$ cat src/rtl/dmem_port_arbiter_if.sv
// Bundle of LSQ-side and memory-bus signals for dmem_port_arbiter.
// The slave modport is the arbiter's view; master is the LSQ/memory environment.
interface dmem_port_arbiter_if #(
   parameter int unsigned XLEN        = 32,
   parameter int unsigned LSQ_IDX_LEN = 3,
   parameter int unsigned MEM_DATA_W  = 64,
   parameter int unsigned TAG_W       = 4
);
   logic                   squash;
   logic                   ld_req;
   logic [31:0]            ld_addr;
   logic [1:0]             ld_size;
   logic [LSQ_IDX_LEN-1:0] ld_lq_idx;
   logic                   st_req;
   logic [31:0]            st_addr;
   logic [MEM_DATA_W-1:0]  st_data;
   logic [1:0]             st_size;
   logic                   st_urgent;
   logic                   ld_grant;
   logic                   st_grant;
   logic                   ld_done;
   logic [LSQ_IDX_LEN-1:0] ld_done_lq_idx;
   logic [XLEN-1:0]        ld_done_data;
   logic [1:0]             proc2mem_command;
   logic [31:0]            proc2mem_addr;
   logic [MEM_DATA_W-1:0]  proc2mem_data;
   logic [1:0]             proc2mem_size;
   logic [TAG_W-1:0]       mem2proc_response;
   logic [MEM_DATA_W-1:0]  mem2proc_data;
   logic [TAG_W-1:0]       mem2proc_tag;

   modport slave (
      input  squash, ld_req, ld_addr, ld_size, ld_lq_idx,
      input  st_req, st_addr, st_data, st_size, st_urgent,
      input  mem2proc_response, mem2proc_data, mem2proc_tag,
      output ld_grant, st_grant, ld_done, ld_done_lq_idx, ld_done_data,
      output proc2mem_command, proc2mem_addr, proc2mem_data, proc2mem_size
   );

   modport master (
      output squash, ld_req, ld_addr, ld_size, ld_lq_idx,
      output st_req, st_addr, st_data, st_size, st_urgent,
      output mem2proc_response, mem2proc_data, mem2proc_tag,
      input  ld_grant, st_grant, ld_done, ld_done_lq_idx, ld_done_data,
      input  proc2mem_command, proc2mem_addr, proc2mem_data, proc2mem_size
   );
endinterface

$ cat src/rtl/dmem_port_arbiter.sv
// Round-robin arbiter sharing the data-memory port between load and store queues.
// Define DMEM_ARB_STORE_PRIO_EN to let an urgent store override the round-robin pointer.
module dmem_port_arbiter #(
   parameter int unsigned XLEN            = 32,
   parameter int unsigned LSQ_IDX_LEN     = 3,
   parameter int unsigned MEM_DATA_W      = 64,
   parameter int unsigned TAG_W           = 4,
   parameter int unsigned MAX_OUTSTANDING = 8
) (
   input logic             clock,
   input logic             reset,
   dmem_port_arbiter_if.slave bus
);
   localparam int unsigned NumTags = 2 ** TAG_W;
   localparam int unsigned CntW    = $clog2(MAX_OUTSTANDING + 1);

   typedef enum logic [1:0] {BusNone = 2'd0, BusLoad = 2'd1, BusStore = 2'd2} bus_cmd_e;
   typedef enum logic {PtrLoad = 1'b0, PtrStore = 1'b1} rr_ptr_e;

   rr_ptr_e                ptr_q, ptr_d;
   logic [CntW-1:0]        count_q, count_d;
   logic                   busy_q [NumTags];
   logic                   live_q [NumTags];
   logic [LSQ_IDX_LEN-1:0] idx_q  [NumTags];
   logic [2:0]             off_q  [NumTags];
   logic                   done_q, done_d;
   logic [LSQ_IDX_LEN-1:0] done_idx_q, done_idx_d;
   logic [XLEN-1:0]        done_data_q, done_data_d;

   logic                   ld_elig, st_elig, sel_ld, sel_st;
   logic                   ld_grant, st_grant, ret_hit;
   logic [MEM_DATA_W-1:0]  shifted;

`ifndef DMEM_ARB_STORE_PRIO_EN
   logic unused_st_urgent;
   assign unused_st_urgent = bus.st_urgent;
`endif

   always_comb begin
      ld_elig = bus.ld_req && (count_q < CntW'(MAX_OUTSTANDING));
      st_elig = bus.st_req;
      sel_ld  = 1'b0;
      sel_st  = 1'b0;
      if (!bus.squash) begin
         if (ld_elig && st_elig) begin
            if (ptr_q == PtrLoad) sel_ld = 1'b1;
            else                  sel_st = 1'b1;
         end else begin
            sel_ld = ld_elig;
            sel_st = st_elig;
         end
`ifdef DMEM_ARB_STORE_PRIO_EN
         if (bus.st_urgent && st_elig) begin
            sel_ld = 1'b0;
            sel_st = 1'b1;
         end
`endif
      end
      ld_grant = sel_ld && (bus.mem2proc_response != '0);
      st_grant = sel_st && (bus.mem2proc_response != '0);
   end

   assign bus.ld_grant = ld_grant;
   assign bus.st_grant = st_grant;

   always_comb begin
      bus.proc2mem_command = BusNone;
      bus.proc2mem_addr    = '0;
      bus.proc2mem_data    = '0;
      bus.proc2mem_size    = '0;
      if (sel_ld) begin
         bus.proc2mem_command = BusLoad;
         bus.proc2mem_addr    = bus.ld_addr;
         bus.proc2mem_size    = bus.ld_size;
      end else if (sel_st) begin
         bus.proc2mem_command = BusStore;
         bus.proc2mem_addr    = bus.st_addr;
         bus.proc2mem_data    = bus.st_data;
         bus.proc2mem_size    = bus.st_size;
      end
   end

   always_comb begin
      ptr_d = ptr_q;
      if (ld_grant)      ptr_d = PtrStore;
      else if (st_grant) ptr_d = PtrLoad;
   end

   always_ff @(posedge clock) begin
      if (reset) ptr_q <= PtrLoad;
      else       ptr_q <= ptr_d;
   end

   // A squashed load still occupies its tag; it just reports nothing on return.
   always_comb begin
      ret_hit     = (bus.mem2proc_tag != '0) && busy_q[bus.mem2proc_tag];
      shifted     = bus.mem2proc_data >> {off_q[bus.mem2proc_tag], 3'b000};
      done_d      = ret_hit && live_q[bus.mem2proc_tag] && !bus.squash;
      done_idx_d  = idx_q[bus.mem2proc_tag];
      done_data_d = shifted[XLEN-1:0];
      count_d     = count_q + CntW'(ld_grant) - CntW'(ret_hit);
   end

   always_ff @(posedge clock) begin
      if (reset) begin
         for (int i = 0; i < NumTags; i++) begin
            busy_q[i] <= 1'b0;
            live_q[i] <= 1'b0;
            idx_q[i]  <= '0;
            off_q[i]  <= '0;
         end
         count_q     <= '0;
         done_q      <= 1'b0;
         done_idx_q  <= '0;
         done_data_q <= '0;
      end else begin
         if (ret_hit) busy_q[bus.mem2proc_tag] <= 1'b0;
         if (bus.squash) begin
            for (int i = 0; i < NumTags; i++) live_q[i] <= 1'b0;
         end
         // Issued after the free so a same-cycle reuse of the tag wins.
         if (ld_grant) begin
            busy_q[bus.mem2proc_response] <= 1'b1;
            live_q[bus.mem2proc_response] <= 1'b1;
            idx_q[bus.mem2proc_response]  <= bus.ld_lq_idx;
            off_q[bus.mem2proc_response]  <= bus.ld_addr[2:0];
         end
         count_q     <= count_d;
         done_q      <= done_d;
         done_idx_q  <= done_idx_d;
         done_data_q <= done_data_d;
      end
   end

   assign bus.ld_done        = done_q;
   assign bus.ld_done_lq_idx = done_idx_q;
   assign bus.ld_done_data   = done_data_q;

   a_no_busy_reuse: assert property (@(posedge clock) disable iff (reset)
      !(ld_grant && busy_q[bus.mem2proc_response] &&
        !(ret_hit && (bus.mem2proc_tag == bus.mem2proc_response))));
   a_no_overflow: assert property (@(posedge clock) disable iff (reset)
      !(ld_grant && !ret_hit && (count_q == CntW'(MAX_OUTSTANDING))));
   a_no_underflow: assert property (@(posedge clock) disable iff (reset)
      !(ret_hit && !ld_grant && (count_q == '0)));
endmodule

$ cat src/flat_wrapper.sv
// flat-port wrapper written by rule: the top's interface ports become plain ports
module dmem_port_arbiter_flat 
#(
   parameter int unsigned XLEN            = 32,
   parameter int unsigned LSQ_IDX_LEN     = 3,
   parameter int unsigned MEM_DATA_W      = 64,
   parameter int unsigned TAG_W           = 4,
   parameter int unsigned MAX_OUTSTANDING = 8
)
  (clock, reset, bus_squash, bus_ld_req, bus_ld_addr, bus_ld_size, bus_ld_lq_idx, bus_st_req, bus_st_addr, bus_st_data, bus_st_size, bus_st_urgent, bus_mem2proc_response, bus_mem2proc_data, bus_mem2proc_tag, bus_ld_grant, bus_st_grant, bus_ld_done, bus_ld_done_lq_idx, bus_ld_done_data, bus_proc2mem_command, bus_proc2mem_addr, bus_proc2mem_data, bus_proc2mem_size);
  dmem_port_arbiter_if #(.XLEN(XLEN), .LSQ_IDX_LEN(LSQ_IDX_LEN), .MEM_DATA_W(MEM_DATA_W), .TAG_W(TAG_W)) bus_i ();
  input logic clock;
  input logic reset;
  input wire logic [$bits(bus_i.squash)-1:0] bus_squash;
  input wire logic [$bits(bus_i.ld_req)-1:0] bus_ld_req;
  input wire logic [$bits(bus_i.ld_addr)-1:0] bus_ld_addr;
  input wire logic [$bits(bus_i.ld_size)-1:0] bus_ld_size;
  input wire logic [$bits(bus_i.ld_lq_idx)-1:0] bus_ld_lq_idx;
  input wire logic [$bits(bus_i.st_req)-1:0] bus_st_req;
  input wire logic [$bits(bus_i.st_addr)-1:0] bus_st_addr;
  input wire logic [$bits(bus_i.st_data)-1:0] bus_st_data;
  input wire logic [$bits(bus_i.st_size)-1:0] bus_st_size;
  input wire logic [$bits(bus_i.st_urgent)-1:0] bus_st_urgent;
  input wire logic [$bits(bus_i.mem2proc_response)-1:0] bus_mem2proc_response;
  input wire logic [$bits(bus_i.mem2proc_data)-1:0] bus_mem2proc_data;
  input wire logic [$bits(bus_i.mem2proc_tag)-1:0] bus_mem2proc_tag;
  output wire logic [$bits(bus_i.ld_grant)-1:0] bus_ld_grant;
  output wire logic [$bits(bus_i.st_grant)-1:0] bus_st_grant;
  output wire logic [$bits(bus_i.ld_done)-1:0] bus_ld_done;
  output wire logic [$bits(bus_i.ld_done_lq_idx)-1:0] bus_ld_done_lq_idx;
  output wire logic [$bits(bus_i.ld_done_data)-1:0] bus_ld_done_data;
  output wire logic [$bits(bus_i.proc2mem_command)-1:0] bus_proc2mem_command;
  output wire logic [$bits(bus_i.proc2mem_addr)-1:0] bus_proc2mem_addr;
  output wire logic [$bits(bus_i.proc2mem_data)-1:0] bus_proc2mem_data;
  output wire logic [$bits(bus_i.proc2mem_size)-1:0] bus_proc2mem_size;
  assign bus_i.squash = bus_squash;
  assign bus_i.ld_req = bus_ld_req;
  assign bus_i.ld_addr = bus_ld_addr;
  assign bus_i.ld_size = bus_ld_size;
  assign bus_i.ld_lq_idx = bus_ld_lq_idx;
  assign bus_i.st_req = bus_st_req;
  assign bus_i.st_addr = bus_st_addr;
  assign bus_i.st_data = bus_st_data;
  assign bus_i.st_size = bus_st_size;
  assign bus_i.st_urgent = bus_st_urgent;
  assign bus_i.mem2proc_response = bus_mem2proc_response;
  assign bus_i.mem2proc_data = bus_mem2proc_data;
  assign bus_i.mem2proc_tag = bus_mem2proc_tag;
  assign bus_ld_grant = bus_i.ld_grant;
  assign bus_st_grant = bus_i.st_grant;
  assign bus_ld_done = bus_i.ld_done;
  assign bus_ld_done_lq_idx = bus_i.ld_done_lq_idx;
  assign bus_ld_done_data = bus_i.ld_done_data;
  assign bus_proc2mem_command = bus_i.proc2mem_command;
  assign bus_proc2mem_addr = bus_i.proc2mem_addr;
  assign bus_proc2mem_data = bus_i.proc2mem_data;
  assign bus_proc2mem_size = bus_i.proc2mem_size;
  dmem_port_arbiter #(.XLEN(XLEN), .LSQ_IDX_LEN(LSQ_IDX_LEN), .MEM_DATA_W(MEM_DATA_W), .TAG_W(TAG_W), .MAX_OUTSTANDING(MAX_OUTSTANDING)) u_core (.clock(clock), .reset(reset), .bus(bus_i));
endmodule
$ cat config.mk
export PLATFORM = sky130hd
export DESIGN_NAME = dmem_port_arbiter_flat
export DESIGN_NICKNAME = d
export VERILOG_FILES = /design/src/rtl/dmem_port_arbiter_if.sv /design/src/rtl/dmem_port_arbiter.sv /design/src/flat_wrapper.sv
export SDC_FILE = /design/constraint.sdc
export NUM_CORES = 1
export LEC_CHECK = 0
export ABC_AREA = 1
export CORE_ASPECT_RATIO = 1.25
export CORE_MARGIN = 10
export CORE_UTILIZATION = 35
export CTS_CLUSTER_SIZE = 28
export DETAILED_ROUTE_END_ITERATION = 12
export PLACE_DENSITY = 0.77
export SETUP_SLACK_MARGIN = 0.05
export SLEW_MARGIN = 20
export SYNTH_ARGS = -nofsm -noshare
export SYNTH_HDL_FRONTEND = slang
export SYNTH_SLANG_ARGS = --single-unit
$ cat constraint.sdc
create_clock -name clock -period 4.2 [get_ports clock]
set_clock_uncertainty 0.2 [all_clocks]
set_input_delay 1.05 -clock clock [delete_from_list [all_inputs] [get_ports clock]]
set_output_delay 1.05 -clock clock [all_outputs]
set_load 0.02 [all_outputs]
**Word-level counts from Yosys, hierarchy flattened**

Memory sizes are Yosys's and may differ from the RTL's. A register that Yosys moved wholly into a read port is not among the register bits.
Index checks and enable logic that the tools add are counted.
Widths: inputs -> output; s select.

- Reductions and logical operators: 16
- Bitwise gates (word level): 16
- Order comparisons: 1
- Multiplexer cells: 58
- Shift-type cells: 1
- Add/sub/neg operators: 2

Operators by type and width:

| kind | count |
|---|---|
| $mux 64 | 2 |
| $mux 32 | 2 |
| $shr 64x6->32 | 1 |
| $mux 1 | 43 |
| $mux 4 | 5 |
| $or 1x1->1 | 16 |
| $mux 2 | 4 |
| $reduce_bool 4->1 | 2 |
| $logic_and 1x1->1 | 7 |
| $mux 3 | 2 |
| $reduce_or 3->1 | 2 |
| $add 4x1->4 | 1 |
| $lt 4x4->1 const B | 1 |
| $sub 4x1->4 | 1 |
| $reduce_or 1->1 | 3 |
| $reduce_bool 2->1 | 1 |
| $logic_not 1->1 | 1 |

- Memories kept: 4
- Register bits: 38
- Logic and storage cells: 102
- Bits of input ports: 213
- Bits in writable memories: 128
- Output and inout bits: 138

Memory list:

| memory | depth | width | read ports | clocked after memory_dff | write ports | RTL line | RTL |
|---|---|---|---|---|---|---|---|
| u_core.idx_q | 16 | 3 | 1 | 1 | 16 | dmem_port_arbiter.sv:24 | `logic [LSQ_IDX_LEN-1:0] idx_q [NumTags];` |
| u_core.off_q | 16 | 3 | 1 | 0 | 16 | dmem_port_arbiter.sv:25 | `logic [2:0] off_q [NumTags];` |
| u_core.busy_q | 16 | 1 | 1 | 0 | 16 | dmem_port_arbiter.sv:22 | `logic busy_q [NumTags];` |
| u_core.live_q | 16 | 1 | 1 | 0 | 16 | dmem_port_arbiter.sv:23 | `logic live_q [NumTags];` |

**Logic depth before layout (Yosys ltp)**

- Word-level depth: 11
- Mapped depth: 18
- Depth with buffers taken out: 16

**Worst setup path before layout**

No wires, ideal clock.

- Kind: input to register
- Start point: in bus_mem2proc_tag[1]
- End point: reg u_core.count_q[2]
- Library setup time: 128 ps
- Cell stages on the path: 17
- Arrival time: 3150 ps
- Buffers on the path: 2
- Setup slack: 723 ps
- Cell sequence: buf_2 inv_2 nand2_1 buf_2 o22ai_1 o21ai_1 nand2_1 inv_1 nand2_1 nand2_1 inv_1 ha_1 inv_1 ha_1 fa_1 xnor2_1 nor2_1

- Longest elaborated chain between the ends: 3
- Elaborated cells between the ends (all ways): 4

RTL lines:

| element | RTL line | RTL |
|---|---|---|
| start, declared | flat_wrapper.sv:26 | `input wire logic [$bits(bus_i.mem2proc_tag)-1:0] bus_mem2proc_tag;` |
| $mem_v2 16x1 or $reduce_bool 4->1 (tied branches) | - |  |
| $logic_and 1x1->1 (*) | dmem_port_arbiter.sv:96 | `ret_hit = (bus.mem2proc_tag != '0) && busy_q[bus.mem2proc_tag];` |
| $sub 4x1->4 (*) | dmem_port_arbiter.sv:101 | `count_d = count_q + CntW'(ld_grant) - CntW'(ret_hit);` |
| end signal, assigned | dmem_port_arbiter.sv:128 | `count_q <= count_d;` |
| end, declared | dmem_port_arbiter.sv:21 | `logic [CntW-1:0] count_q, count_d;` |

Every way passes the cells marked *; elsewhere a longest branch is shown, timed or not.
A chain may end at the register's enable or synchronous reset.

**Worst setup path after layout**

- Start point: in bus_ld_req
- End point: out bus_proc2mem_addr[10]

- Longest elaborated chain between the ends: 6
- Elaborated cells between the ends (all ways): 8

RTL lines:

| element | RTL line | RTL |
|---|---|---|
| start, declared | flat_wrapper.sv:15 | `input wire logic [$bits(bus_i.ld_req)-1:0] bus_ld_req;` |
| $logic_and 1x1->1 (*) | dmem_port_arbiter.sv:40 | `ld_elig = bus.ld_req && (count_q < CntW'(MAX_OUTSTANDING));` |
| $logic_and 1x1->1 | dmem_port_arbiter.sv:45 | `if (ld_elig && st_elig) begin` |
| $mux 1 | dmem_port_arbiter.sv:45 |  |
| $mux 1 | dmem_port_arbiter.sv:44 | `if (!bus.squash) begin` |
| $mux 32 | dmem_port_arbiter.sv:75 | `end else if (sel_st) begin` |
| $mux 32 (*) | dmem_port_arbiter.sv:71 | `if (sel_ld) begin` |
| end, declared | flat_wrapper.sv:33 | `output wire logic [$bits(bus_i.proc2mem_addr)-1:0] bus_proc2mem_addr;` |

Marked as above.

==> summary.txt <==
post-CTS setup buffer count = 0
number of core rows = 66
Congestion Overflow GR = 0
Ys Warns = 0
Worst Setup End Kind = output port
DRT iter0 DRCs = 1162
slew of the pin with the lowest slew margin = 755 ps
Global Route Usage Sum = 25.1%
PortBufs = 349
Post-synth top flop = edfxtp_1
HPWL after detailed placement = 35300 um
vias in the first global route = 10000
Post-synth ARST share = 0%
CTS tree = yes
share of layout cells above drive strength 1 = 6.25%
Die Span X = 166 um
clk sinks = 169
worst rel slew slack = 49.7%
slowest CP cell = clkdlybuf4s50_1
status = finished clean
DR vias = 10500
Area Growth Syn to Fin = 52.5%
Netlist cell types = 32
crit-path cells = clkdlybuf4s50_1 > inv_1 > nor2_1 > nand3_1 > inv_1 > buf_4 > a22o_1 > dlygate4sd2_1
Via density = 5.17
Hold Crit Class = flip-flop to flip-flop
post-cts sizing count = 34
MaxCap Viol Count = 0
sequential-to-total area share from yosys stat = 46.8%
hold depth = 2
pwr dens = 350 mW/mm^2
WS Path Type = primary input to output port
fill count = 2466
hold_buf cts = 0
Fin. Hold Viols = 0
critical path fanouts, max = 17
fmax = 243 MHz
CP delay by family, top = buffers and inverters
most common cell in the synthesized netlist = nand2_1
Critical R2R Launch = u_core.count_q[3]
cells after synthesis = 1304
r2r worst-path depth = 9
first-pass GRT wire length = 63700 um
number of setup violations in the final report = 0
minimum clock period = 4110 ps
VDD IR-drop max = 0.250 mV
crit-path most repeated cell = inv_1
Static Leak = 7.24 nW
drt total wl = 44400 um
Ports = 351
die area = 0.0335 mm^2
Worst Path Required = 2950 ps
buffer and inverter count on the worst path = 5
synthesized cell area = 0.00928 mm^2
synth cell count leaders = nand2_1, nor2_1, inv_1
CTS buffer count = 17
Startpoint Class = primary input
antenna violations before repair = 18
Nets = 1884
post-synth top area share = 31.1%
critical path depth = 8
final worst-path setup slack = 89.0 ps
DRC = 0
CP arrival = 2860 ps
Yosys reg bits = 169
routability cong. = 0.921
clock-pin slew on the worst setup and hold paths = 60 ps
crit path from = bus_ld_req
pre-CTS setup slack = -134 ps
Post-synth EDFFs = 96
largest area contributor in the netlist = edfxtp_1
DR WL/cell = 21.8 um
Max H-tree Level = 4
max incr delay on CP = 450 ps
deepest clock path buffer count = 2
largest cells by area after synthesis = edfxtp_1, nand2_1, dfxtp_1
min-delay src = u_core.busy_q[0]
die height = 202 um
core area = 0.0261 mm^2
Routed Antenna Nets = 0
worst skew pair latency = 440 ps
final cycle utilization of the critical path = 97.9%
fin. max-slew vios = 0
Hold Slack = 239 ps
Initial Util = 35.6%
Avg Synthesized Cell Area = 7.12 um^2
largest net degree at the start of global routing = 73
Clk Tree Root Cell = clkbuf_16
DRT Pass-1 Iters = 6
unrepaired setup endpoints after global routing = false
cells by family (layout without fill, tap and decap cells):
logic type               Yosys count  count (layout)  synth area share [%]
AO/OA/AOI/OAI                    126             126                  8.82
XOR/XNOR                           2               2                 0.189
adder cells (fa/ha/maj)            5               5                 0.755
buffers and inverters            218             588                  9.49
flip-flops                       169             169                  46.8
other                              1              18                0.0404
AND/OR/NAND/NOR                  783             783                  33.9
sequential cells by signal, indices dropped and copies added, names as in the netlist, 3 cells and up:
name,flops
u_core.count_q,4
u_core.idx_q,48
u_core.busy_q,16
u_core.bus.ld_done_lq_idx,3
u_core.live_q,16
u_core.bus.ld_done_data,32
u_core.off_q,48
worst register-to-register path, stage by stage (launching register included):
cell,delay (ps)
dfxtp_1,320
nor2_1,190
nand3_1,170
buf_4,200
a21oi_1,270
buf_4,180
nand2_1,150
nor3_1,410
nand2_1,130
nand2_1,290
power by group:
group          internal [mW]  switching [mW]  total, mW
clock network          0.895           0.721       1.62
logic                  0.632           0.825       1.46
registers               1.84          0.0325       1.88
total                   3.37            1.58       4.95
path summary, 6_finish.rpt:
kind                            to  slack, ps
max reg2reg     u_core.off_q[1][1]       1340
min reg2reg       u_core.busy_q[0]        240
min               u_core.busy_q[0]        240
max          bus_proc2mem_addr[10]         90
metrics by stage:
| step | util (%) | TNS (ps) | cells | instance area (um^2) | total power, mW |
|---|---|---|---|---|---|
| after floorplan | - | 0 | 1309 | 9300 | 2.64 |
| after global placement | 51.6 | -1970 | 1987 | 13500 | 3.38 |
| after detailed placement | 51.6 | -2380 | 1987 | 13500 | 3.40 |
| after CTS | 53.7 | 0 | 2019 | 14000 | 4.96 |
| after global routing | 54.2 | 0 | 2028 | 14100 | 5.15 |
| final | 54.2 | 0 | 2031 | 14200 | 4.95 |
layout make-up:
class | count | area [um^2] | area share [%]
Tap cell | 340 | 425 | 3.01
Clock buffer | 19 | 433 | 3.06
Multi-Input combinational cell | 922 | 4080 | 28.8
Clock inverter | 13 | 156 | 1.10
Antenna cell | 12 | 30.0 | 0.212
Inverter | 147 | 552 | 3.90
Timing Repair Buffer | 409 | 4140 | 29.2
Sequential cell | 169 | 4340 | 30.7
placed cells by master (no fill, tap or decap), drive strengths merged:
master | netlist | routed
conb | 1 | 6
diode | 0 | 12
a22o | 31 | 31
clkinvlp | 0 | 2
nor2 | 245 | 245
o31ai | 1 | 1
clkdlybuf4s50 | 0 | 262
clkbuf | 38 | 19
nand3 | 140 | 140
nand2 | 396 | 396
inv | 146 | 153
nor3 | 2 | 2
a21o | 1 | 1
bufinv | 0 | 2
xor2 | 1 | 1
a221oi | 2 | 2
dfxtp | 73 | 73
ha | 4 | 4
clkinv | 1 | 3
o22ai | 14 | 14
a21oi | 44 | 44
xnor2 | 1 | 1
fa | 1 | 1
a22oi | 12 | 12
dlymetal6s2s | 0 | 49
buf | 33 | 64
edfxtp | 96 | 96
a41oi | 3 | 3
o21ai | 18 | 18
dlygate4sd2 | 0 | 34
per-layer routing:
metal | vias up | global-route usage [%] | routed length (um)
met2 | 697 | 43.1 | 21500
met3 | 67 | 7.69 | 4860
met1 | 4832 | 28.5 | 16400
met5 | - | 0 | 13
met4 | 2 | 10.2 | 1550
li1 | 4897 | - | -
(Power assumes the default switching activity.)
